File: src/rtl/seg7_display_ctrl.sv
// seg7_display_ctrl: DIGITS-wide hex/BCD value register driving seven-segment digits with lzb and blink.
// Optional multiplexed scan output when SEG7_SCAN_EN is defined; otherwise all digits are driven statically.
module seg7_display_ctrl #(
  parameter int DIGITS     = 8,
  parameter int RADIX      = 16,
  parameter int BLINK_DIV  = 24,
  parameter int SCAN_DIV   = 16,
  parameter bit ACTIVE_LOW = 1
) (
  input  logic                clk,
  input  logic                reset,
  input  logic                load,
  input  logic [4*DIGITS-1:0] din,
  input  logic                inc,
  input  logic [DIGITS-1:0]   blink_mask,
  input  logic                lzb,
  output logic [4*DIGITS-1:0] value,
  output logic                wrap,
  output logic [7*DIGITS-1:0] seg,
  output logic [DIGITS-1:0]   dig_sel
);
  localparam logic [6:0] BLANK = {7{ACTIVE_LOW}};

  function automatic logic [6:0] enc(input logic [3:0] d);
    case (d)
      4'h0: enc = 7'h3F;
      4'h1: enc = 7'h06;
      4'h2: enc = 7'h5B;
      4'h3: enc = 7'h4F;
      4'h4: enc = 7'h66;
      4'h5: enc = 7'h6D;
      4'h6: enc = 7'h7D;
      4'h7: enc = 7'h07;
      4'h8: enc = 7'h7F;
      4'h9: enc = 7'h6F;
      4'hA: enc = 7'h77;
      4'hB: enc = 7'h7C;
      4'hC: enc = 7'h39;
      4'hD: enc = 7'h5E;
      4'hE: enc = 7'h79;
      default: enc = 7'h71;
    endcase
  endfunction

  // Illegal BCD digits (>9) count as 9 so they clear and carry.
  function automatic logic is_max(input logic [3:0] d);
    return (RADIX == 10) ? (d >= 4'd9) : (d == 4'hF);
  endfunction

  logic [4*DIGITS-1:0] r_value, w_inc_value;
  logic                r_wrap, w_carry;
  logic [BLINK_DIV-1:0] r_blink_cnt;
  logic [7*DIGITS-1:0] r_seg, w_pat;
  logic [DIGITS:0]     w_upper_zero;

  always_comb begin
    w_inc_value = r_value;
    w_carry = 1'b1;
    for (int k = 0; k < DIGITS; k++) begin
      if (w_carry) w_inc_value[4*k+:4] = is_max(r_value[4*k+:4]) ? 4'd0 : r_value[4*k+:4] + 4'd1;
      w_carry = w_carry & is_max(r_value[4*k+:4]);
    end
  end

  always_comb begin
    w_upper_zero = '0;
    w_upper_zero[DIGITS] = 1'b1;
    for (int k = DIGITS - 1; k >= 0; k--) w_upper_zero[k] = w_upper_zero[k+1] & (r_value[4*k+:4] == 4'd0);
    w_pat = '0;
    for (int k = 0; k < DIGITS; k++)
      w_pat[7*k+:7] = ((lzb && k != 0 && w_upper_zero[k]) || (blink_mask[k] && r_blink_cnt[BLINK_DIV-1]))
                      ? BLANK : enc(r_value[4*k+:4]) ^ {7{ACTIVE_LOW}};
  end

  always_ff @(posedge clk or posedge reset) begin
    if (reset) begin
      r_value     <= '0;
      r_wrap      <= 1'b0;
      r_blink_cnt <= '0;
    end else begin
      r_blink_cnt <= r_blink_cnt + 1'b1;
      r_wrap      <= !load && inc && w_carry;
      if (load) r_value <= din;
      else if (inc) r_value <= w_inc_value;
    end
  end

`ifdef SEG7_SCAN_EN
  localparam int IW = DIGITS > 1 ? $clog2(DIGITS) : 1;
  localparam int SW = SCAN_DIV > 1 ? $clog2(SCAN_DIV) : 1;
  logic [SW-1:0]       r_scan_cnt;
  logic [IW-1:0]       r_scan_idx, w_idx_next;
  logic [DIGITS-1:0]   r_dig_sel;
  logic [7*DIGITS-1:0] w_seg_next;
  logic                w_step;

  assign w_step     = r_scan_cnt == SW'(SCAN_DIV - 1);
  assign w_idx_next = !w_step ? r_scan_idx : (r_scan_idx == IW'(DIGITS - 1)) ? '0 : r_scan_idx + 1'b1;

  // Pattern follows the next index so seg and dig_sel switch together.
  always_comb begin
    w_seg_next = {DIGITS{BLANK}};
    w_seg_next[6:0] = w_pat[7*w_idx_next+:7];
  end

  always_ff @(posedge clk or posedge reset) begin
    if (reset) begin
      r_scan_cnt <= '0;
      r_scan_idx <= '0;
      r_dig_sel  <= DIGITS'(1);
      r_seg      <= {DIGITS{BLANK}};
    end else begin
      r_scan_cnt <= w_step ? '0 : r_scan_cnt + 1'b1;
      r_scan_idx <= w_idx_next;
      r_dig_sel  <= DIGITS'(1) << w_idx_next;
      r_seg      <= w_seg_next;
    end
  end

  assign dig_sel = r_dig_sel;
`else
  always_ff @(posedge clk or posedge reset) begin
    if (reset) r_seg <= {DIGITS{BLANK}};
    else r_seg <= w_pat;
  end

  assign dig_sel = '1;
`endif

  assign value = r_value;
  assign wrap  = r_wrap;
  assign seg   = r_seg;
endmodule

File: config.mk
export PLATFORM = sky130hd
export DESIGN_NAME = seg7_display_ctrl
export DESIGN_NICKNAME = d
export VERILOG_FILES = /design/src/rtl/seg7_display_ctrl.sv
export SDC_FILE = /design/constraint.sdc
export NUM_CORES = 1
export LEC_CHECK = 0
export ABC_AREA = 1
export BUFFER_PORTS_ARGS = -buffer_cell sky130_fd_sc_hd__buf_2
export CAP_MARGIN = 10
export CORE_ASPECT_RATIO = 0.75
export CORE_MARGIN = 1
export CORE_UTILIZATION = 51
export DETAILED_ROUTE_END_ITERATION = 6
export HOLD_SLACK_MARGIN = 0.06
export PLACE_DENSITY = 0.75
export SLEW_MARGIN = 20
export SYNTH_ARGS = -nofsm -noshare
export SYNTH_HDL_FRONTEND = slang
export SYNTH_SLANG_ARGS = --single-unit
File: constraint.sdc
create_clock -name clk -period 8.05 [get_ports clk]
set_input_delay 0.4025 -clock clk [delete_from_list [all_inputs] [get_ports clk]]
set_output_delay 0.4025 -clock clk [all_outputs]
set_load 0.03 [all_outputs]
# Word level (Yosys, flattened, before mapping)
# Memories as Yosys holds them, arrays and structs flattened.
# Index checks and enable logic that the tools add are counted.
[op_classes]
n_addsub = 9
mul = 0
div_mod_pow = 0
n_lt_le_gt_ge = 0
eq_ne = 8
shift = 0
mux = 25
bitwise_logic = 21
n_reduce_logical = 47
[op_table]
columns = ["operator", "n"]
rows = [
  ["$mux W32", 2],
  ["$mux W4", 15],
  ["$mux W7", 8],
  ["$not A7 Y7", 8],
  ["$add A4 B1 Y4 const B", 8],
  ["$eq A4 B4 Y1 const B", 8],
  ["$logic_not A4 Y1", 7],
  ["$add A24 B1 Y24 const B", 1],
  ["$logic_and A1 B1 Y1", 17],
  ["$reduce_bool A2 Y1", 8],
  ["$reduce_and A2 Y1", 7],
  ["$and A1 B1 Y1", 13],
  ["$logic_or A1 B1 Y1", 7],
  ["$logic_not A1 Y1", 1],
]
[totals]
register_bits = 113
latch_bits = 0
mem_bits_rw = 0
romBits = 896
in_bits = 45
out_inout_bits = 97
word_cells = 129
n_memories = 8
[mem_list]
columns = ["memory", "depth", "word_bits", "read_ports", "rd_clocked_by_memory_dff", "wr", "line_no", "source"]
rows = [
  ["(no name shown)", 16, 7, 1, 0, 0, "25", "case (d)"],
  ["(no name shown)", 16, 7, 1, 0, 0, "25", ""],
  ["(no name shown)", 16, 7, 1, 0, 0, "25", ""],
  ["(no name shown)", 16, 7, 1, 0, 0, "25", ""],
  ["(no name shown)", 16, 7, 1, 0, 0, "25", ""],
  ["(no name shown)", 16, 7, 1, 0, 0, "25", ""],
  ["+2 memories", "--", "--", "--", "--", "--", "--", ""],
]

# Logic depth before layout (Yosys ltp)
# Gate-level depths: netlist of run 1.
[depth]
ltp_word = 10
ltp_mapped = 10
mapped_depth_nobuf = 10

# Least setup slack after synthesis of run 1
# OpenSTA, ideal clock, no wires.
[synth_path]
path_type = "reg2reg"
startpoint = "register r_value[0], in the netlist value[0]"
endpoint = "register r_value[24], in the netlist value[24]"
setup_ps = 119
arrival_time_ps = 1661
required_ps = 7931
setup_slack_ps = 6270
path_stages_with_launch = 9
n_path_buf = 0
period_less_slack_ps = 1780
cell_sequence = "dfrtp_1 > ha_1 > nand4_4 > nand2_4 > nand4_4 > nor2_4 > nand2_1 > nand2_1 > nand2_1"
[synth_via]
elab_chain_cells = 8
[synth_rtl]
columns = ["element", "line_no", "source"]
rows = [
  ["start, declared", "50", "logic [4*DIGITS-1:0] r_value, w_inc_value;"],
  ["start signal, assigned", "83", "if (load) r_value <= din;"],
  ["start signal, assigned", "84", "else if (inc) r_value <= w_inc_value;"],
  ["$eq A4 B4 Y1", "47", "return (RADIX == 10) ? (d >= 4'd9) : (d == 4'hF);"],
  ["$and A1 B1 Y1 (5 in a row)", "61", "w_carry = w_carry & is_max(r_value[4*k+:4]);"],
  ["$reduce_bool A2 Y1 (no source line)", "--", ""],
  ["$reduce_and A2 Y1 (no source line)", "--", ""],
]
# No other way between the ends.
# A chain may end at the register's enable or synchronous reset.

# Worst setup path after layout of run 1
[layout_path]
startpoint = "register r_value[0], in the netlist value[0]"
endpoint = "register r_value[30], in the netlist value[30]"
[layout_via]
elab_chain_cells = 9
[layout_rtl]
columns = ["element", "line_no"]
rows = [
  ["$eq A4 B4 Y1", "47"],
  ["$and A1 B1 Y1 (6 in a row)", "61"],
  ["$reduce_bool A2 Y1 (no source line)", "--"],
  ["$reduce_and A2 Y1 (no source line)", "--"],
]
# No other way between the ends.

==> reports/metrics.cfg, run 1 <==
[outcome]
status = finished, final reports clean

[route]
drt_iter0_drc = 414
vias = 5940
via_per_inst = 5.43
wl_mm = 16.7
firstDrtPassIters = 6
drt.antenna.violating_nets = 0
wire_per_inst_um = 15.3
drcViolationCount = 0

[pwr]
p_sw_frac = 0.399
pwr-share-clk = 0.305
p_seq_frac = 0.356
p_comb_frac = 0.339
irDropWorstVdd_uv = 180
power_density_nw_per_um2 = 308
leakagePower_nw = 3.87
intPower_mw = 1.47
switching_power_mw = 0.973

[setup_path]
cp-end-kind = flop
cp-start-kind = flop
r2r_start = value[0]$_DFFE_PP0P_
critical_path.max_fanout = 8
crit_path_cell_trace = ha_1, nand3_1, nor2_1, nand4_1, nand2_1, nand4_1, nand2_1, nand2_1
cpMostUsedCell = nand2_1
worstPathRequired_ps = 8350
rrSetupSlack_ps = 6020
crit_start = value[0]$_DFFE_PP0P_
crit_slowest_cell = dfrtp_1
reg2reg_depth = 8
worst_ep_arrival_time_ps = 2340
critPathMaxStageDelay_ps = 470
criticalPathCategory = reg2reg

[final_layout]
multi_input_area_um2 = 3210
regArea_um2 = 2900
drive_gt1_frac = 0.267
syn2layout_area_growth_pct = 19.5
fin_area_um2 = 7930
fillers = 1072
nNetsFinal = 999

[sta]
rsz0062_at_grt = no
fmax_mhz = 492
hold_viol = 0
worst_pin_slew_ps = 742
setup_viol_count_final = 0
slew_headroom = 0.505
period_share = 0.253
fin_crit_ps = 2030
fin_skew_ps = 11.6
slew_violations = 0
final.setup.tns_ps = 0
hold_slack_ps = 96.6

[floorplanning]
die_x_um = 134
core_um2 = 12500
io_pins = 142
rows = 35
dieArea_um2 = 13500
chipHeight_um = 101
start_util = 0.532

[placed_design]
numPortBuffers = 133
place_area_um2 = 7330
dp_hpwl_mm = 11.6
place_congestion = 0.927

[grt]
grt_pass1_wl_mm = 27.3
antenna_found_initial = 1
grt_remaining_overflow = 0
track_usage = 0.262
busiest_layer = met1
met3_usage = 0.0568
grt_pass1_vias = 5397
grt_max_degree = 60
use_met2 = 0.378
grt_util_met1 = 0.390

[clocking]
cts_buffer_depth = 2
htreeDepth = 4
clk_latency_ps = 420
holdBufCountCts = 0
root_buffer = clkbuf_16
post-cts-setup-buffers = 0
cts_tree = yes
cts_buffers = 17
clock-sinks = 113
cts.clk_slew.worst_paths_ps = 60
cts_resized = 0

[synthesis]
syn_area_um2 = 6640
synth_seq_cells = 113
synth_cells = 787
synth_ff_type = dfrtp_1
yosysUniqueCellTypes = 45
yosys_warnings = 0
ys_seq_area_frac = 0.437
synth_edf_count = 0
syn_avg_cell_area_um2 = 8.43
synth-async-reset-ratio = 1.00

[min_path]
min_path_type = in2async

[flow_run]
maxCapViolCount = 0

kinds of logic (layout without fill, tap and decap cells):
| family | count (synthesis) | count (layout) | share of synthesized area |
|---|---|---|---|
| AND/OR/NAND/NOR | 347 | 347 | 0.238 |
| AO/OA/AOI/OAI | 133 | 133 | 0.127 |
| buffers and inverters | 124 | 256 | 0.0837 |
| flip-flops | 113 | 113 | 0.437 |
| adder cells (fa/ha/maj) | 41 | 41 | 0.0773 |
| XOR/XNOR | 28 | 28 | 0.0370 |
| other | 1 | 9 | 0.000565 |
power groups by stage:
stage | logic, mW | clock network, mW | registers, mW
6_report | 0.827 | 0.745 | 0.868
4_1_cts | 0.823 | 0.751 | 0.868
2_1_floorplan | 0.382 | 0 | 1.09
3_5_place_dp | 0.815 | 0 | 0.872
5_1_grt | 0.903 | 0.779 | 0.888
3_3_place_gp | 0.815 | 0 | 0.872
final timing paths:
path | end
max in group asynchronous | value[29]$_DFFE_PP0P_
worst max register to register | value[30]$_DFFE_PP0P_
min in group clk | value[5]$_DFFE_PP0P_
worst max-delay path | value[30]$_DFFE_PP0P_
worst min register to register | r_blink_cnt[0]$_DFF_PP0_
worst min-delay path | r_blink_cnt[2]$_DFF_PP0_
flip-flops by register name, indices dropped and copies added (netlist names):
name	cells
value	32
wrap	1
r_blink_cnt	24
seg	56
layout by cell type, fill, tap and decap left out, types with 9 or more instances in the layout:
cell / n
nand2_1: 191
buf_2: 133
inv_1: 81
nand3_1: 69
dfrtp_1: 57
dfstp_2: 56
o21ai_0: 55
ha_1: 41
nor2_1: 40
o211ai_1: 26
xor2_1: 19
clkbuf_16: 17
nand4_1: 15
a21oi_1: 15
nor3_1: 9
xnor2_1: 9
synthesized netlist by cell type, drive strengths merged, types with 18 or more instances:
cell type,number,area (um^2)
o211ai,26,195
ha,41,513
nand3,72,375
dfstp,56,1470
buf,22,166
nor2,46,198
inv,87,332
dfrtp,57,1430
nand4,18,149
xor2,19,166
o21ai,56,292
nand2,194,746
worst max-delay path: cells and delay by family, from the launching register on:
kind | cells | cell delay (ps)
AND/OR/NAND/NOR | 7 | 1140
flip-flops | 1 | 470
adder cells (fa/ha/maj) | 1 | 310
cell type report:
cell class / instances / share of cell area
Sequential cell: 113 / 0.366
Clock inverter: 13 / 0.0174
Timing Repair Buffer: 134 / 0.0849
Multi-Input combinational cell: 557 / 0.405
Inverter: 90 / 0.0437
Clock buffer: 19 / 0.0571
Tap cell: 166 / 0.0262
Antenna cell: 1 / 0.000316
routing by layer:
layer / vias to the layer above / wire [um] / share of wire
met1: 2779 / 7990 / 0.48
li1: 2873 / - / -
met4: 0 / 274 / 0.016
met5: - / 0 / 0
met2: 259 / 7160 / 0.43
met3: 29 / 1290 / 0.077
per-stage QoR:
stage | instances | power, mW | setup slack (ps) | utilization
after floorplan | 794 | 1.48 | 4750 | -
after global placement | 1060 | 1.69 | 5800 | 0.588
after detailed placement | 1060 | 1.69 | 5710 | 0.588
after CTS | 1092 | 2.44 | 6020 | 0.635
after global routing | 1093 | 2.57 | 5820 | 0.635
final | 1093 | 2.44 | 6020 | 0.635
Power figures use the tool's default switching activity.
==> inputs of run 2 (changes only) <==
==> constraint.sdc (replaced) <==
create_clock -name clk -period 2.1 [get_ports clk]
set_input_delay 0.105 -clock clk [delete_from_list [all_inputs] [get_ports clk]]
set_output_delay 0.105 -clock clk [all_outputs]
set_load 0.03 [all_outputs]
==> run 2 against run 1 <==
Net effect:
- wire length grew 1.5%
- worst setup slack lost 5800 ps
- clock-buffer cell count grew 3
- largest power group is now combinational cells
==> reports/metrics.cfg, run 2 (synthesis results as in run 1) <==
[final_layout]
multi_input_area_um2 = 3210  ; unchanged
drive_gt1_frac = 0.269  ; +0.00178
regArea_um2 = 2900  ; unchanged
largest_reg_flops = 56  ; unchanged
fillers = 1026  ; -4.3%
layoutNonFillerInstCount = 1139  ; +4.2%
mostFrequentLayoutCells = nand2_1, buf_2, inv_1
utilization = 0.665  ; +0.0296
nNetsFinal = 1045  ; +4.6%
final_common_cell = nand2_1
syn2layout_area_growth_pct = 25.0

[grt]
use_met2 = 0.379  ; +0.00120
grt_pass1_vias = 5669  ; +5.0%
antenna_found_initial = 1  ; unchanged
track_usage = 0.265  ; +0.00275
busiest_layer = met1
grt_max_degree = 75  ; +25%
grt_util_met1 = 0.388  ; -0.00208
grt_remaining_overflow = 0  ; unchanged
grt_pass1_wl_mm = 27.8  ; +1.9%
met3_usage = 0.0623  ; +0.00553

[placed_design]
dp_hpwl_mm = 12.1  ; +4.3%
place_congestion = 0.904  ; -2.5%
numPortBuffers = 133  ; unchanged
dpl.cell_count = 1077  ; +1.6%

[setup_path]
rrSetupSlack_ps = 220  ; -5800 ps
reg2reg_to = value[21]$_DFFE_PP0P_
cp-start-kind = flop
criticalPathCategory = reg2reg
critical_path.max_fanout = 10  ; +2
cp-end-kind = flop
worst_ep_arrival_time_ps = 2160  ; -180 ps
worstPathRequired_ps = 2380  ; -5970 ps
crit_path_end = value[21]$_DFFE_PP0P_
r2r_start = value[0]$_DFFE_PP0P_
reg2reg_depth = 7  ; -1
crit_start = value[0]$_DFFE_PP0P_

[route]
firstDrtPassIters = 5  ; -1
vias = 6060  ; +2.0%
wire_per_inst_um = 14.9  ; -2.6%
drt_iter0_drc = 404  ; -2.4%
drt.antenna.violating_nets = 0  ; unchanged
via_per_inst = 5.32  ; -2.1%
wl_mm = 17.0  ; +1.5%
drcViolationCount = 0  ; unchanged

[clocking]
clock-sinks = 113  ; unchanged
holdBufCountCts = 29  ; +29
cts_buffers = 17  ; unchanged
cts.clk_slew.worst_paths_ps = 50  ; about the same
cts_resized = 0  ; unchanged
root_buffer = clkbuf_16
clk_latency_ps = 410  ; about the same
cts_tree = yes
post-cts-setup-buffers = 0  ; unchanged
htreeDepth = 4  ; unchanged
cts_buffer_depth = 2  ; unchanged

[sta]
fin_skew_ps = 11.8  ; +0.225 ps
fmax_mhz = 532  ; +8.2%
fin_crit_ps = 1880  ; -155 ps
hold_slack_ps = 86.4  ; -10.2 ps
period_share = 0.895  ; +0.642
rsz0062_at_grt = no
setup_viol_count_final = 0  ; unchanged
slew_violations = 0  ; unchanged
final.setup.tns_ps = 0  ; unchanged
hold_viol = 0  ; unchanged

[floorplanning]
die_x_um = 134  ; unchanged
dieArea_um2 = 13500  ; unchanged
start_util = 0.532  ; unchanged
rows = 35  ; unchanged
io_pins = 142  ; unchanged
chipHeight_um = 101  ; unchanged
core_um2 = 12500  ; unchanged

[pwr]
power_density_nw_per_um2 = 1110  ; +260%
intPower_mw = 5.48  ; +270%
p_sw_frac = 0.403  ; +0.00449
pwr-share-clk = 0.277  ; -0.028
p_seq_frac = 0.351  ; -0.005
switching_power_mw = 3.70  ; +280%
leakagePower_nw = 4.05  ; +4.8%
irDropWorstVdd_uv = 882  ; +390%
p_comb_frac = 0.372  ; +0.033

[min_path]
min_path_type = in2reg

[outcome]
status = finished, final reports clean

[flow_run]
maxCapViolCount = 0  ; unchanged

==> run 2: power by group through the flow <==
stage / clock network (mW) / registers [mW] / logic, mW
after detailed placement: 0 / 3.24 / 3.32
after CTS: 2.60 / 3.22 / 3.38
after global routing: 2.69 / 3.28 / 3.71
after global placement: 0 / 3.23 / 3.31
after floorplan: 0 / 4.19 / 1.46
final: 2.55 / 3.22 / 3.41
==> run 2: critical path, stage by stage (launching register included) <==
cell and delay [ps]:
dfrtp_1 480, ha_1 320, nand4_4 160, nand2_4 160, nand4_4 120, nor2_4 210
buf_4 200, o21ai_0 100
==> run 2: layout make-up <==
class                   instances  area share
multi-input cells             557       0.387
flip-flops and latches        113       0.349
repair buffers                180       0.133
clock buffers                  22      0.0560
inverters                      90      0.0419
well taps                     166      0.0250
clock inverters                10     0.00769
diodes                          1    0.000302
==> run 2: worst min path at each step <==
stage             startpoint                    end  slack, ps  cells past startpoint
6_report             din[21]  value[21]$_DFFE_PP0P_         90                      5
3_3_place_gp         din[10]  value[10]$_DFFE_PP0P_        370                      3
4_1_cts              din[26]  value[26]$_DFFE_PP0P_         60                      5
3_5_place_dp          din[1]   value[1]$_DFFE_PP0P_        370                      3
5_1_grt        blink_mask[2]      seg[17]$_DFF_PP1_         90                      3
2_1_floorplan         din[1]   value[1]$_DFFE_PP0P_        230                      2
==> run 2: through the flow <==
stage	setup WS, ps	instance area [um^2]	total power, mW
after detailed placement	246	7470	6.56
after floorplan	320	6670	5.66
after global placement	320	7470	6.55
after CTS	226	8290	9.20
after global routing	8.54	8300	9.68
final	220	8300	9.18
==> run 2: per-layer routing <==
metal	up-vias	wire, um
li1	2960	-
met4	0	286
met1	2829	8280
met2	246	7160
met3	25	1240
met5	-	0
